**config.mk**
```make
export PLATFORM = sky130hd
export DESIGN_NAME = video_crop_measure_flat
export DESIGN_NICKNAME = d
export VERILOG_FILES = /design/src/rtl/video_crop_measure_if.sv /design/src/rtl/video_crop_measure.sv /design/src/flat_wrapper.sv
export SDC_FILE = /design/constraint.sdc
export NUM_CORES = 1
export LEC_CHECK = 0
export BUFFER_PORTS_ARGS = -buffer_cell sky130_fd_sc_hd__buf_4
export CELL_PAD_IN_SITES_DETAIL_PLACEMENT = 0
export CELL_PAD_IN_SITES_GLOBAL_PLACEMENT = 1
export CORE_AREA = 2 2 130 132
export DETAILED_ROUTE_END_ITERATION = 16
export DIE_AREA = 0 0 132 134
export GPL_TIMING_DRIVEN = 0
export PLACE_DENSITY_LB_ADDON = 0.1
export SYNTH_ARGS = -nofsm -noshare
export SYNTH_HDL_FRONTEND = slang
export SYNTH_SLANG_ARGS = --single-unit
```
**constraint.sdc**
```tcl
create_clock -name CLK_VIDEO -period 21.2 [get_ports CLK_VIDEO]
set_input_delay 1.06 -clock CLK_VIDEO [delete_from_list [all_inputs] [get_ports CLK_VIDEO]]
set_output_delay 1.06 -clock CLK_VIDEO [all_outputs]
set_load 0.05 [all_outputs]
```
**src/rtl/video_crop_measure_if.sv**
```systemverilog
// ----------------------------------------------------------------------------
// video_crop_measure_if
//   Pixel stream bundle between the video mixer and downstream consumers.
//   One instance carries the stream into video_crop_measure, another carries
//   the cropped stream out of it.
//
//   ce       pixel clock enable (CE_PIXEL / CE_OUT)
//   r, g, b  8-bit colour (VGA_R/G/B)
//   hs, vs   positive sync pulses (VGA_HS / VGA_VS)
//   de       active-area flag (VGA_DE)
//
//   master : drives the stream
//   slave  : receives the stream
// ----------------------------------------------------------------------------
interface video_crop_measure_if;
  logic       ce;
  logic [7:0] r;
  logic [7:0] g;
  logic [7:0] b;
  logic       hs;
  logic       vs;
  logic       de;

  modport master (output ce, r, g, b, hs, vs, de);
  modport slave  (input  ce, r, g, b, hs, vs, de);
endinterface

```
**src/rtl/video_crop_measure.sv**
```systemverilog
// ----------------------------------------------------------------------------
// video_crop_measure
//   Consumes the mixer pixel stream, measures active frame geometry on every
//   frame and applies an optional, centred vertical crop by gating DE and
//   blanking colour outside the kept line window. All stream outputs are
//   registered on CE clocks and line up with CE_OUT (1 clock latency).
//
// Ports
//   CLK_VIDEO   video clock
//   RESET       asynchronous active-high reset
//   vin         incoming stream (slave): CE_PIXEL, VGA_*_IN
//   vout        outgoing stream (master): CE_OUT, VGA_* after crop
//   crop_en     enable vertical crop
//   crop_size   lines to keep, 0 = no crop
//   crop_off    signed offset of the kept window from centre (-16..+15)
//   hsize       active pixels of the last line of the last complete frame
//   vsize       active lines of the last complete frame
//   size_valid  a complete frame has been measured
//   frame_tgl   toggles whenever hsize/vsize are latched
// ----------------------------------------------------------------------------
module video_crop_measure #(
  parameter int WBITS = 12,
  parameter int HBITS = 12
) (
  input  logic                 CLK_VIDEO,
  input  logic                 RESET,
  video_crop_measure_if.slave  vin,
  video_crop_measure_if.master vout,
  input  logic                 crop_en,
  input  logic [HBITS-1:0]     crop_size,
  input  logic [4:0]           crop_off,
  output logic [WBITS-1:0]     hsize,
  output logic [HBITS-1:0]     vsize,
  output logic                 size_valid,
  output logic                 frame_tgl
);

  // previous-sample history for edge detection
  logic             prev_de_r;
  logic             prev_vs_r;
  // a VS rise has been seen since reset, so the current frame is complete
  logic             synced_r;
  logic [WBITS-1:0] hcnt_r;
  logic [WBITS-1:0] line_w_r;
  logic [HBITS-1:0] vcnt_r;
  // crop controls frozen at the start of the frame
  logic             crop_en_r;
  logic [HBITS-1:0] crop_size_r;
  logic [4:0]       crop_off_r;
  // measurement results
  logic [WBITS-1:0] hsize_r;
  logic [HBITS-1:0] vsize_r;
  logic             size_valid_r;
  logic             frame_tgl_r;
  // registered stream outputs
  logic             ce_out_r;
  logic [7:0]       r_out_r;
  logic [7:0]       g_out_r;
  logic [7:0]       b_out_r;
  logic             hs_out_r;
  logic             vs_out_r;
  logic             de_out_r;

  logic             de_fall_s;
  logic             vs_rise_s;
  logic [WBITS-1:0] hcnt_inc_s;
  logic [HBITS-1:0] vcnt_inc_s;
  logic [HBITS-1:0] vcnt_line_s;
  logic [WBITS-1:0] width_s;

  logic [HBITS-1:0] span_s;
  logic [HBITS+1:0] off_ext_s;
  logic [HBITS+1:0] start_raw_s;
  logic [HBITS-1:0] start_s;
  logic [HBITS:0]   end_s;
  logic             win_s;
  logic             keep_s;
  logic             de_keep_s;
  logic             pass_rgb_s;

  // Edge detection and saturating counter increments
  always_comb begin
    de_fall_s = prev_de_r & ~vin.de;
    vs_rise_s = vin.vs & ~prev_vs_r;

    if (hcnt_r == {WBITS{1'b1}}) begin
      hcnt_inc_s = hcnt_r;
    end else begin
      hcnt_inc_s = hcnt_r + {{(WBITS-1){1'b0}}, 1'b1};
    end

    if (vcnt_r == {HBITS{1'b1}}) begin
      vcnt_inc_s = vcnt_r;
    end else begin
      vcnt_inc_s = vcnt_r + {{(HBITS-1){1'b0}}, 1'b1};
    end

    // When a line ends on the same CE as VS rises, the frame latch must see
    // that line already counted and its width already captured.
    if (de_fall_s) begin
      vcnt_line_s = vcnt_inc_s;
      width_s     = hcnt_r;
    end else begin
      vcnt_line_s = vcnt_r;
      width_s     = line_w_r;
    end
  end

  // Crop window from the previous frame's size and the frozen crop controls
  always_comb begin
    span_s    = vsize_r - crop_size_r;
    off_ext_s = {{(HBITS-3){crop_off_r[4]}}, crop_off_r};
    // base < 2^(HBITS-1) and |offset| <= 16, so the MSB of this two's
    // complement sum is a reliable "negative" flag.
    start_raw_s = {3'b000, span_s[HBITS-1:1]} + off_ext_s;

    if (start_raw_s[HBITS+1]) begin
      start_s = {HBITS{1'b0}};
    end else if (start_raw_s > {2'b00, span_s}) begin
      start_s = span_s;
    end else begin
      start_s = start_raw_s[HBITS-1:0];
    end

    win_s = crop_en_r & (crop_size_r != {HBITS{1'b0}}) & size_valid_r &
            (crop_size_r < vsize_r);

    end_s      = {1'b0, start_s} + {1'b0, crop_size_r};
    keep_s     = (vcnt_r >= start_s) & ({1'b0, vcnt_r} < end_s);
    de_keep_s  = vin.de & (~win_s | keep_s);
    pass_rgb_s = de_keep_s | ~win_s;
  end

  // Registered stream outputs: CE copy every clock, data on CE clocks
  always_ff @(posedge CLK_VIDEO or posedge RESET) begin
    if (RESET) begin
      ce_out_r <= 1'b0;
      r_out_r  <= 8'h00;
      g_out_r  <= 8'h00;
      b_out_r  <= 8'h00;
      hs_out_r <= 1'b0;
      vs_out_r <= 1'b0;
      de_out_r <= 1'b0;
    end else begin
      ce_out_r <= vin.ce;
      if (vin.ce) begin
        hs_out_r <= vin.hs;
        vs_out_r <= vin.vs;
        de_out_r <= de_keep_s;
        r_out_r  <= pass_rgb_s ? vin.r : 8'h00;
        g_out_r  <= pass_rgb_s ? vin.g : 8'h00;
        b_out_r  <= pass_rgb_s ? vin.b : 8'h00;
      end
    end
  end

  // Geometry measurement, frame latch and crop control sampling
  always_ff @(posedge CLK_VIDEO or posedge RESET) begin
    if (RESET) begin
      prev_de_r    <= 1'b0;
      prev_vs_r    <= 1'b0;
      synced_r     <= 1'b0;
      hcnt_r       <= {WBITS{1'b0}};
      line_w_r     <= {WBITS{1'b0}};
      vcnt_r       <= {HBITS{1'b0}};
      crop_en_r    <= 1'b0;
      crop_size_r  <= {HBITS{1'b0}};
      crop_off_r   <= 5'b00000;
      hsize_r      <= {WBITS{1'b0}};
      vsize_r      <= {HBITS{1'b0}};
      size_valid_r <= 1'b0;
      frame_tgl_r  <= 1'b0;
    end else if (vin.ce) begin
      prev_de_r <= vin.de;
      prev_vs_r <= vin.vs;

      if (de_fall_s) begin
        line_w_r <= hcnt_r;
        hcnt_r   <= {WBITS{1'b0}};
      end else if (vin.de) begin
        hcnt_r <= hcnt_inc_s;
      end

      if (vs_rise_s) begin
        vcnt_r      <= {HBITS{1'b0}};
        synced_r    <= 1'b1;
        crop_en_r   <= crop_en;
        crop_size_r <= crop_size;
        crop_off_r  <= crop_off;
        // The first VS after reset only opens a frame; the lines before it
        // belong to a partial frame and are never reported.
        if (synced_r && (vcnt_line_s != {HBITS{1'b0}})) begin
          vsize_r      <= vcnt_line_s;
          hsize_r      <= width_s;
          size_valid_r <= 1'b1;
          frame_tgl_r  <= ~frame_tgl_r;
        end
      end else if (de_fall_s) begin
        vcnt_r <= vcnt_inc_s;
      end
    end
  end

  assign vout.ce    = ce_out_r;
  assign vout.r     = r_out_r;
  assign vout.g     = g_out_r;
  assign vout.b     = b_out_r;
  assign vout.hs    = hs_out_r;
  assign vout.vs    = vs_out_r;
  assign vout.de    = de_out_r;
  assign hsize      = hsize_r;
  assign vsize      = vsize_r;
  assign size_valid = size_valid_r;
  assign frame_tgl  = frame_tgl_r;

endmodule

```
**src/flat_wrapper.sv**
```systemverilog
// flat-port wrapper written by rule: the top's interface ports become plain ports
module video_crop_measure_flat 
#(
  parameter int WBITS = 12,
  parameter int HBITS = 12
)
  (CLK_VIDEO, RESET, crop_en, crop_size, crop_off, hsize, vsize, size_valid, frame_tgl, vin_ce, vin_r, vin_g, vin_b, vin_hs, vin_vs, vin_de, vout_ce, vout_r, vout_g, vout_b, vout_hs, vout_vs, vout_de);
  video_crop_measure_if vin_i ();
  video_crop_measure_if vout_i ();
  input  logic CLK_VIDEO;
  input  logic RESET;
  input  logic crop_en;
  input  logic [HBITS-1:0] crop_size;
  input  logic [4:0] crop_off;
  output logic [WBITS-1:0] hsize;
  output logic [HBITS-1:0] vsize;
  output logic size_valid;
  output logic frame_tgl;
  input wire logic [$bits(vin_i.ce)-1:0] vin_ce;
  input wire logic [$bits(vin_i.r)-1:0] vin_r;
  input wire logic [$bits(vin_i.g)-1:0] vin_g;
  input wire logic [$bits(vin_i.b)-1:0] vin_b;
  input wire logic [$bits(vin_i.hs)-1:0] vin_hs;
  input wire logic [$bits(vin_i.vs)-1:0] vin_vs;
  input wire logic [$bits(vin_i.de)-1:0] vin_de;
  output wire logic [$bits(vout_i.ce)-1:0] vout_ce;
  output wire logic [$bits(vout_i.r)-1:0] vout_r;
  output wire logic [$bits(vout_i.g)-1:0] vout_g;
  output wire logic [$bits(vout_i.b)-1:0] vout_b;
  output wire logic [$bits(vout_i.hs)-1:0] vout_hs;
  output wire logic [$bits(vout_i.vs)-1:0] vout_vs;
  output wire logic [$bits(vout_i.de)-1:0] vout_de;
  assign vin_i.ce = vin_ce;
  assign vin_i.r = vin_r;
  assign vin_i.g = vin_g;
  assign vin_i.b = vin_b;
  assign vin_i.hs = vin_hs;
  assign vin_i.vs = vin_vs;
  assign vin_i.de = vin_de;
  assign vout_ce = vout_i.ce;
  assign vout_r = vout_i.r;
  assign vout_g = vout_i.g;
  assign vout_b = vout_i.b;
  assign vout_hs = vout_i.hs;
  assign vout_vs = vout_i.vs;
  assign vout_de = vout_i.de;
  video_crop_measure #(.WBITS(WBITS), .HBITS(HBITS)) u_core (.CLK_VIDEO(CLK_VIDEO), .RESET(RESET), .vin(vin_i), .vout(vout_i), .crop_en(crop_en), .crop_size(crop_size), .crop_off(crop_off), .hsize(hsize), .vsize(vsize), .size_valid(size_valid), .frame_tgl(frame_tgl));
endmodule
```
# Word level (Yosys, flattened, before mapping)
# Cells that the tools add are included.
# classes
bitwise	13
eq_ne	3
reduce_logical	7
addsub	5
n_mux	12
order_cmp	4
# ops
cell	n
2-to-1 mux 12 bit	9
adder 12 x 1 -> 12 bit, second input constant	2
== test 12 bit, second input constant	2
2-to-1 mux 8 bit	3
nonzero test 12 bit	2
> comparator 14 x 12 -> 1 bit	1
adder 12 x 12 -> 13 bit	1
adder 12 x 5 -> 13 bit	1
less-than comparator 12 x 13 -> 1 bit	1
greater-or-equal comparator 12 bit	1
less-than comparator 12 bit	1
subtractor 12 bit	1
AND 1 bit	7
AND reduction 3 bit	2
inverter 1 bit	4
inequality test 2 x 1 -> 1 bit, second input constant	1
bitwise OR 1 bit	2
AND reduction 2 bit	1
nonzero test 2 bit	1
logical AND 1 bit	1
# word_totals
register_bits	110
input_bits	48
output_inout_bits	54
elab_cells	63

# Logic depth before layout (Yosys ltp)
# Gate-level depths: netlist (run 1).
# depth
ltp_word	12
mapped_depth	40
depth_no_buf	38

# Worst setup path before layout (run 1)
# No wires, ideal clock.
# synth_path
path_type	register to register
start	register u_core.vsize_r[1] (netlist: u_core.vsize[1])
end	register u_core.b_out_r[0] (netlist: u_core.vout.b[0])
n_path_buf	2
setup_slack_ps	12355
setup_time_ps	135
period_less_slack_ps	8845
required_time_ps	21065
t_arrival_ps	8710
path_stages_with_launch	38
cell_sequence	dfrtp_1 ha_1 nor2b_1 o31a_1 o31ai_1 a21boi_0 ha_1 o21ai_0 nand2b_1 o311a_1 a311o_1 o31ai_1 xnor2_1 ha_1 a2111oi_0 o31ai_1 o211ai_1 buf_2 (+2 left out) ha_1 fa_1 a21oi_1 o21ai_0 a2111oi_0 nor2_1 a21o_1 a21oi_1 xor2_1 ha_1 o21a_1 o21a_1 o22ai_1 a311o_1 o22a_1 a21oi_1 buf_2 o22ai_1
# synth_between
elab_chain_cells	12
elab_cells_between_ends	16
cone_classes	add/sub: 3; order compare: 4; mux: 3; bitwise: 6
# synth_rtl
item	line	source
from (decl)	video_crop_measure.sv:52	logic [HBITS-1:0] vsize_r;
from (signal assigned)	video_crop_measure.sv:170	vsize_r <= {HBITS{1'b0}};
from (signal assigned)	video_crop_measure.sv:193	vsize_r <= vcnt_line_s;
subtractor 12 bit	video_crop_measure.sv:111	span_s = vsize_r - crop_size_r;
adder 12 x 5 -> 13 bit	video_crop_measure.sv:115	start_raw_s = {3'b000, span_s[HBITS-1:1]} + off_ext_s;
> comparator 14 x 12 -> 1 bit	video_crop_measure.sv:119	end else if (start_raw_s > {2'b00, span_s}) begin
2-to-1 mux 12 bit	video_crop_measure.sv:119	
2-to-1 mux 12 bit	video_crop_measure.sv:117	if (start_raw_s[HBITS+1]) begin
adder 12 x 12 -> 13 bit	video_crop_measure.sv:128	end_s = {1'b0, start_s} + {1'b0, crop_size_r};
less-than comparator 12 x 13 -> 1 bit	video_crop_measure.sv:129	keep_s = (vcnt_r >= start_s) & ({1'b0, vcnt_r} < end_s);
AND 1 bit	video_crop_measure.sv:129	
bitwise OR 1 bit	video_crop_measure.sv:130	de_keep_s = vin.de & (~win_s | keep_s);
AND 1 bit	video_crop_measure.sv:130	
bitwise OR 1 bit *	video_crop_measure.sv:131	pass_rgb_s = de_keep_s | ~win_s;
2-to-1 mux 8 bit *	video_crop_measure.sv:152	b_out_r <= pass_rgb_s ? vin.b : 8'h00;
to (signal assigned)	video_crop_measure.sv:152	
to (decl)	video_crop_measure.sv:59	logic [7:0] b_out_r;
# Mark *: on every way between the ends. The rest lies on a longest branch, timed or not.
# A chain may end at the register's enable or synchronous reset.

# Final worst setup path (run 1)
# layout_path
start	register u_core.crop_size_r[1]
end	register u_core.r_out_r[6] (netlist: u_core.vout.r[6])
# layout_between
elab_chain_cells	12
elab_cells_between_ends	19
cone_classes	add/sub: 3; order compare: 4; mux: 3; bitwise: 8; reduce/logical: 1
# layout_rtl
item	line	source
from (decl)	video_crop_measure.sv:48	logic [HBITS-1:0] crop_size_r;
from (signal assigned)	video_crop_measure.sv:167	crop_size_r <= {HBITS{1'b0}};
from (signal assigned)	video_crop_measure.sv:188	crop_size_r <= crop_size;
subtractor 12 bit	video_crop_measure.sv:111	
adder 12 x 5 -> 13 bit	video_crop_measure.sv:115	
> comparator 14 x 12 -> 1 bit	video_crop_measure.sv:119	
2-to-1 mux 12 bit	video_crop_measure.sv:119	
2-to-1 mux 12 bit	video_crop_measure.sv:117	
adder 12 x 12 -> 13 bit	video_crop_measure.sv:128	
less-than comparator 12 x 13 -> 1 bit	video_crop_measure.sv:129	
AND 1 bit	video_crop_measure.sv:129	
bitwise OR 1 bit	video_crop_measure.sv:130	
AND 1 bit	video_crop_measure.sv:130	
bitwise OR 1 bit *	video_crop_measure.sv:131	
2-to-1 mux 8 bit *	video_crop_measure.sv:150	r_out_r <= pass_rgb_s ? vin.r : 8'h00;
to (signal assigned)	video_crop_measure.sv:150	
to (decl)	video_crop_measure.sv:57	logic [7:0] r_out_r;
# Marks and branches as above.

==> results of run 1 <==
[worst max-delay path, delay by kind of cell, from the launching register on]
family	cells	cell delay (ns)
multiplexers	1	0.32
flip-flops	1	0.50
AO/OA/AOI/OAI	22	6.04
adder cells (fa/ha/maj)	6	1.89
AND/OR/NAND/NOR	4	0.50
XOR/XNOR	2	0.26
buffers and inverters	3	0.81
[worst paths after layout]
| path | start | endpoint | slack, ns | cells past startpoint |
|---|---|---|---|---|
| max | u_core.crop_size_r[1]$_DFFE_PP0P_ | u_core.vout.r[6]$_DFFE_PP0P_ | 10.74 | 38 |
| min | u_core.line_w_r[5]$_DFFE_PP0P_ | u_core.line_w_r[5]$_DFFE_PP0P_ | 0.48 | 2 |
| max reg2reg | u_core.crop_size_r[1]$_DFFE_PP0P_ | u_core.vout.r[6]$_DFFE_PP0P_ | 10.74 | 38 |
| min reg2reg | u_core.line_w_r[5]$_DFFE_PP0P_ | u_core.line_w_r[5]$_DFFE_PP0P_ | 0.48 | 2 |
| max in group asynchronous | RESET | u_core.line_w_r[8]$_DFFE_PP0P_ | 19.81 | 3 |
| min in group asynchronous | RESET | u_core.vout.b[5]$_DFFE_PP0P_ | 0.74 | 2 |
[through the flow]
stage               cell area [µm²]   util  hold WS, ns  instances
floorplan                      7640      -        0.446        884
global placement               8670  0.532        0.458       1205
detailed placement             8710  0.534        0.462       1206
CTS                            9010  0.553        0.482       1222
global route                   9010  0.553        0.493       1222
finish                         9010  0.553        0.481       1222
[cells by family (layout without fill, tap and decap cells)]
kind of cell,Yosys count,after routing,synth area share
compound gates,214,214,0.184
xor+xnor,38,38,0.0436
fa+ha+maj,78,78,0.131
buf+inv,109,227,0.0591
flops,110,110,0.360
mux,32,32,0.0424
simple gates,303,303,0.180
[where the power goes]
part / switching (mW) / internal [mW]
clock: 0.0882 / 0.0838
combinational: 0.568 / 0.414
sequential: 0.0259 / 0.236
total: 0.682 / 0.735
[area by class of cell]
type	instances	area [µm²]	area share
well taps	220	275	0.0305
plain buffers	31	159	0.0176
repair buffers	102	786	0.0872
clock buffers	9	225	0.0250
clock inverters	7	80.1	0.00889
inverters	78	298	0.0330
flip-flops and latches	110	2750	0.305
multi-input cells	665	4440	0.492
[routing by layer]
layer	vias up	global-route usage	routed length, µm
li1	3321	-	-
met1	3043	0.308	9380
met2	99	0.420	10200
met3	13	0.0333	777
met4	0	0.0604	209
met5	-	0	0
[registers in the layout (all words and copies together), names as in the netlist]
signal and cells:
u_core.line_w_r 12, u_core.prev_vs_r 1, u_core.hcnt_r 12, u_core.prev_de_r 1, u_core.vsize 12, u_core.frame_tgl 1, u_core.vout.de 1, u_core.vcnt_r 12
u_core.vout.r 8, u_core.synced_r 1, u_core.crop_size_r 12, u_core.vout.g 8, u_core.vout.b 8, u_core.size_valid 1, u_core.crop_en_r 1, u_core.vout.hs 1
u_core.vout.ce 1, u_core.crop_off_r 5, u_core.hsize 12
[cell usage after synthesis (all sizes together), types with 12 or more instances]
cell and number:
buf 12, nor2 58, xor2 17, clkbuf 19
nand2 146, ha 75, mux2i 29, dfrtp 110
o22ai 33, o21ai 61, nand2b 12, inv 78
nand3 22, xnor2 21, a21oi 39
==> metrics, run 1 <==
status=completed; most used cell, CP=ha_1; CP arrival=roughly 11 ns; Worst setup EP type=register; Tot Pwr=1.42 mW; CP Data Required Time=~21 ns; VDD IR max=0.107 mV; Mapped Area=0.00764 mm²; IO Pins=102; Fmax=between 90 and 100 MHz; final slew viol count=0; total track usage=0.238; WS Path Type=register to register; CP max-delay cell=a2111oi_0; period utilisation layout=0.494; ratio of cells with drive above 1 in the final layout=0.154; worst-path maximum fanout=10; RSZ-0062 raised after global routing=no; Setup Fix Bufs, Post-CTS=0; number of flops mapped to enable cells by yosys=0; RD Place Congestion=approximately 0.87; Synth area leaders=dfrtp_1, ha_1, nand2_1; nets@finish=1123; PD cells=157 mW/mm²; clk sinks=110; P_leak=4.45 nW; Hold Path Class=register to register; clock slew at reported path FFs=~0.090 ns; vias in the first global route=6428; worst slack, placed=between 10 and 15 ns; largest net degree at the start of global routing=between 50 and 60; Antenna diodes=0; slew margin rel.=0.438; DRT antenna net count=0; commonest non-fill, non-tap cell in the layout=nand2_1; H-Tree Depth=3; final clock skew=0.0168 ns; Max-Cap Viols=0; initial antenna violation count=0; Vias=6476; CTS Buffer Depth=2; total grt overflow=0; CP max stage delay=0.62 ns; ys flop type=dfrtp_1; CTS tree=built; routed len/inst=16.9 µm; total die area=0.0177 mm²; count of different cell masters after synthesis=65; via/cell ratio=between 5 and 6; number of remaining DRC errors=0; Pre-antenna DRT Iters=4; number of DRC markers in iteration 0=roughly 280; IO buf count=101; Synth top area share=0.360; final setup violation count=0; Ys Warns=0; Post-Syn Nets=1010; Initial Util=0.469; post-synth top area cell=dfrtp_1; cell row count=47; min cycle time layout=10.46 ns; final hold vios=0; share of flip-flops with an asynchronous set or reset=1.00; Worst-Margin Slew=0.838 ns; Mapped Cells=884; hpwl dp=16.2 mm; Die Y=134 µm; Mean Syn Cell Area=between 8 and 9 µm²; area grow syn2layout=17.9%; Total Wirelength=just over 20 mm; sequential area share after synthesis=0.360; final setup TNS=0 ns; setup slack after layout=about 11 ns; commonest non-fill, non-tap cells in the layout=nand2_1, dfrtp_1, buf_4; die width=132 µm; FF+latch count, synth=110; CORE AREA=0.0163 mm²; Startpoint Class=register; cts bufs inserted=9; CTS Hold Bufs=0; CTS root buffer=clkbuf_16; Worst-Skew Late Latency=0.37 ns; Filler cells=1594; CTS resizes=0; first-pass GRT wire length=~34 mm
Note: power is estimated with default switching activity, not from simulation.
==> inputs of run 2 (changes only) <==
--- a/config.mk
+++ b/config.mk
@@ -5,12 +5,13 @@
 export SDC_FILE = /design/constraint.sdc
 export NUM_CORES = 1
 export LEC_CHECK = 0
+export ABC_AREA = 1
 export BUFFER_PORTS_ARGS = -buffer_cell sky130_fd_sc_hd__buf_4
 export CELL_PAD_IN_SITES_DETAIL_PLACEMENT = 0
 export CELL_PAD_IN_SITES_GLOBAL_PLACEMENT = 1
-export CORE_AREA = 2 2 130 132
+export CORE_AREA = 2 2 142 144
 export DETAILED_ROUTE_END_ITERATION = 16
-export DIE_AREA = 0 0 132 134
+export DIE_AREA = 0 0 144 146
 export GPL_TIMING_DRIVEN = 0
 export PLACE_DENSITY_LB_ADDON = 0.1
 export SYNTH_ARGS = -nofsm -noshare
==> constraint.sdc (replaced) <==
create_clock -name CLK_VIDEO -period 9.9 [get_ports CLK_VIDEO]
set_input_delay 0.495 -clock CLK_VIDEO [delete_from_list [all_inputs] [get_ports CLK_VIDEO]]
set_output_delay 0.495 -clock CLK_VIDEO [all_outputs]
set_load 0.05 [all_outputs]
==> metrics, run 2 <==
status=completed; cts bufs inserted=9 (unchanged); period utilisation layout=0.814 (+0.320); Total Wirelength=22.9 mm (+11%); slew margin rel.=0.516 (+0.0780); IO buf count=101 (unchanged); combinational power share=0.672 (-0.022); final setup TNS=0 ns (unchanged); cell with the most instances after synthesis=nand2_1; final hold vios=0 (unchanged); CP max stage delay=0.48 ns (-0.14 ns); count of different cell masters after synthesis=40 (-38%); CP Data Required Time=10.20 ns (-11.23 ns); CP arrival=8.35 ns (-2.35 ns); fin util=0.499 (-0.0539); DRT antenna net count=0 (unchanged); Filler cells=2040 (+28%); CP max-delay cell=dfrtp_1; Int Pwr=1.42 mW (+93%); largest net degree at the start of global routing=90 (+58%); PD cells=305 mW/mm² (+94%); CTS Hold Bufs=0 (unchanged); Worst-Skew Late Latency=0.36 ns (about the same); P_leak=5.38 nW (+21%); commonest non-fill, non-tap cell in the layout=nand2_1; clock power share=0.130 (+0.009); worst-path maximum fanout=10 (unchanged); ys flop type=dfrtp_1; cell row count=51 (+8.5%); Worst Path Buf+Inv=5 (+2); number of DRC markers in iteration 0=360 (+27%); nets@finish=1387 (+24%); commonest non-fill, non-tap cells in the layout=nand2_1, inv_1, dfrtp_1; final setup violation count=0 (unchanged); Antenna diodes=0 (unchanged); share of flip-flops with an asynchronous set or reset=1.00 (unchanged); Hold WS=0.0611 ns (-0.420 ns); most used cell, CP=nand2_1; area grow syn2layout=17.4%; routed len/inst=14.9 µm (-11%); sequential area share after synthesis=0.335 (-0.0254); worst slack, placed=1.83 ns (-8.96 ns); H-Tree Depth=3 (unchanged); vias in the first global route=7119 (+11%); Ys Warns=0 (unchanged); hpwl dp=18.2 mm (+12%); total track usage=0.225 (-0.0127); IO Pins=102 (unchanged); cell class contributing the biggest share of worst-path delay=simple AND/OR/NAND/NOR gates; post-synth top area cell=dfrtp_1; clock slew at reported path FFs=0.09 ns (about the same); Tot Pwr=2.95 mW (+110%); number of flops mapped to enable cells by yosys=0 (unchanged); total grt overflow=0 (unchanged); Synth area leaders=dfrtp_1, nand2_1, ha_1; CTS tree=built; Worst-Margin Slew=0.726 ns (-0.111 ns); Pre-antenna DRT Iters=4 (unchanged); Switching Fraction=0.518 (+0.0369); Mean Syn Cell Area=7.16 µm² (-17%); first-pass GRT wire length=37.3 mm (+11%); CTS Buffer Depth=2 (unchanged); ratio of cells with drive above 1 in the final layout=0.147 (-0.00677); Seq pwr share=0.198 (+0.013); RD Place Congestion=0.886 (+1.7%); total die area=0.0210 mm² (+19%); min cycle time layout=8.06 ns (-2.41 ns); Max-Cap Viols=0 (unchanged); most frequent cells after synthesis=nand2_1, inv_1, dfrtp_1; die width=144 µm (+9.1%); WS Path Type=register to register; Vias=7461 (+15%); final slew viol count=0 (unchanged); Synth top area share=0.335 (-0.0254); clk sinks=110 (unchanged); VDD IR max=0.106 mV (-0.99%); Worst setup EP type=register; initial antenna violation count=0 (unchanged); Fmax=124 MHz (+30%); Startpoint Class=register; Mapped Area=0.00822 mm² (+7.6%); CTS root buffer=clkbuf_16; number of remaining DRC errors=0 (unchanged); CTS resizes=0 (unchanged); Mapped Cells=1148 (+30%); final clock skew=0.0121 ns (-0.00469 ns); Initial Util=0.425 (-0.0439); Die Y=146 µm (+9.0%); Hold Path Class=input pin to async pin; via/cell ratio=4.87 (-8.0%); Post-Syn Nets=1274 (+26%); CORE AREA=0.0193 mm² (+19%); RSZ-0062 raised after global routing=no; FF+latch count, synth=110 (unchanged); Psw=1.53 mW (+120%); setup slack after layout=1.84 ns (-8.89 ns); Setup Fix Bufs, Post-CTS=0 (unchanged)
run 2: changes by cell type after synthesis, sizes merged, moves of 10 or more:
cell / previous run / this run
a21oi: 39 / 56
nand3: 22 / 98
inv: 78 / 163
nand2b: 12 / 0
o22ai: 33 / 8
nand2: 146 / 369
nor2: 58 / 90
o21a: 11 / 1
o31ai: 11 / 0
mux2i: 29 / 0
xnor2: 21 / 11
run 2: worst paths after layout:
kind | startpoint | end | slack (ns) | cells past startpoint
min in group CLK_VIDEO | vin_ce | u_core.vout.ce$_DFF_PP0_ | 0.25 | 1
setup reg to reg | u_core.crop_size_r[0]$_DFFE_PP0P_ | u_core.vout.r[4]$_DFFE_PP0P_ | 1.84 | 41
max in group asynchronous | RESET | u_core.crop_size_r[4]$_DFFE_PP0P_ | 9.12 | 3
setup / recovery | u_core.crop_size_r[0]$_DFFE_PP0P_ | u_core.vout.r[4]$_DFFE_PP0P_ | 1.84 | 41
hold / removal | RESET | u_core.hcnt_r[5]$_DFFE_PP0P_ | 0.06 | 2
hold reg to reg | u_core.synced_r$_DFFE_PP0P_ | u_core.synced_r$_DFFE_PP0P_ | 0.48 | 2
run 2: layout make-up:
class                      instances  area (µm²)  area share
multi-input combinational        843        4680       0.485
timing repair buffer             102         786      0.0814
buffer                            32         170      0.0176
tap                              265         332      0.0343
clock buffer                       9         225      0.0233
clock inverter                     7        86.3     0.00894
sequential                       110        2750       0.285
inverter                         163         617      0.0639
run 2: kinds of logic after synthesis:
group                      Yosys count  share of synthesized area
buffers and inverters              195                     0.0951
DFF                                110                      0.335
muxes                                5                    0.00685
adders and majority gates           78                      0.121
and+or+nand+nor                    583                      0.308
AOI/OAI and AO/OA                  142                     0.0950
xor gates and xnor gates            35                     0.0382
run 2: metrics by stage:
stage / instance area [µm²] / cells
4_1_cts: 9650 / 1531
5_1_grt: 9650 / 1531
3_3_place_gp: 9310 / 1514
3_5_place_dp: 9340 / 1515
6_report: 9650 / 1531
2_1_floorplan: 8220 / 1148
run 2: worst reg2reg max path, delay by kind of cell, from the launching register on:
family / cells / cell delay (ns)
AO/OA/AOI/OAI: 6 / 1.51
flip-flops: 1 / 0.48
adder cells (fa/ha/maj): 6 / 1.94
AND/OR/NAND/NOR: 22 / 2.64
buffers and inverters: 5 / 0.95
XOR/XNOR: 2 / 0.49
run 2: power groups by stage:
| stage | logic, mW | clock network [mW] | registers, mW |
|---|---|---|---|
| 2_1_floorplan | 1.36 | 0 | 0.712 |
| 3_3_place_gp | 1.96 | 0 | 0.590 |
| 4_1_cts | 1.99 | 0.396 | 0.584 |
| 3_5_place_dp | 1.98 | 0 | 0.591 |
| 5_1_grt | 2.28 | 0.411 | 0.596 |
| 6_report | 1.98 | 0.384 | 0.583 |
run 2: per-layer routing:
metal  up-vias  part of all wire  track usage
li1       3892                 -            -
met1      3385              0.47        0.310
met2       155              0.46        0.360
met3        29             0.049       0.0421
met4         0             0.025       0.0662
met5         -                 0            0
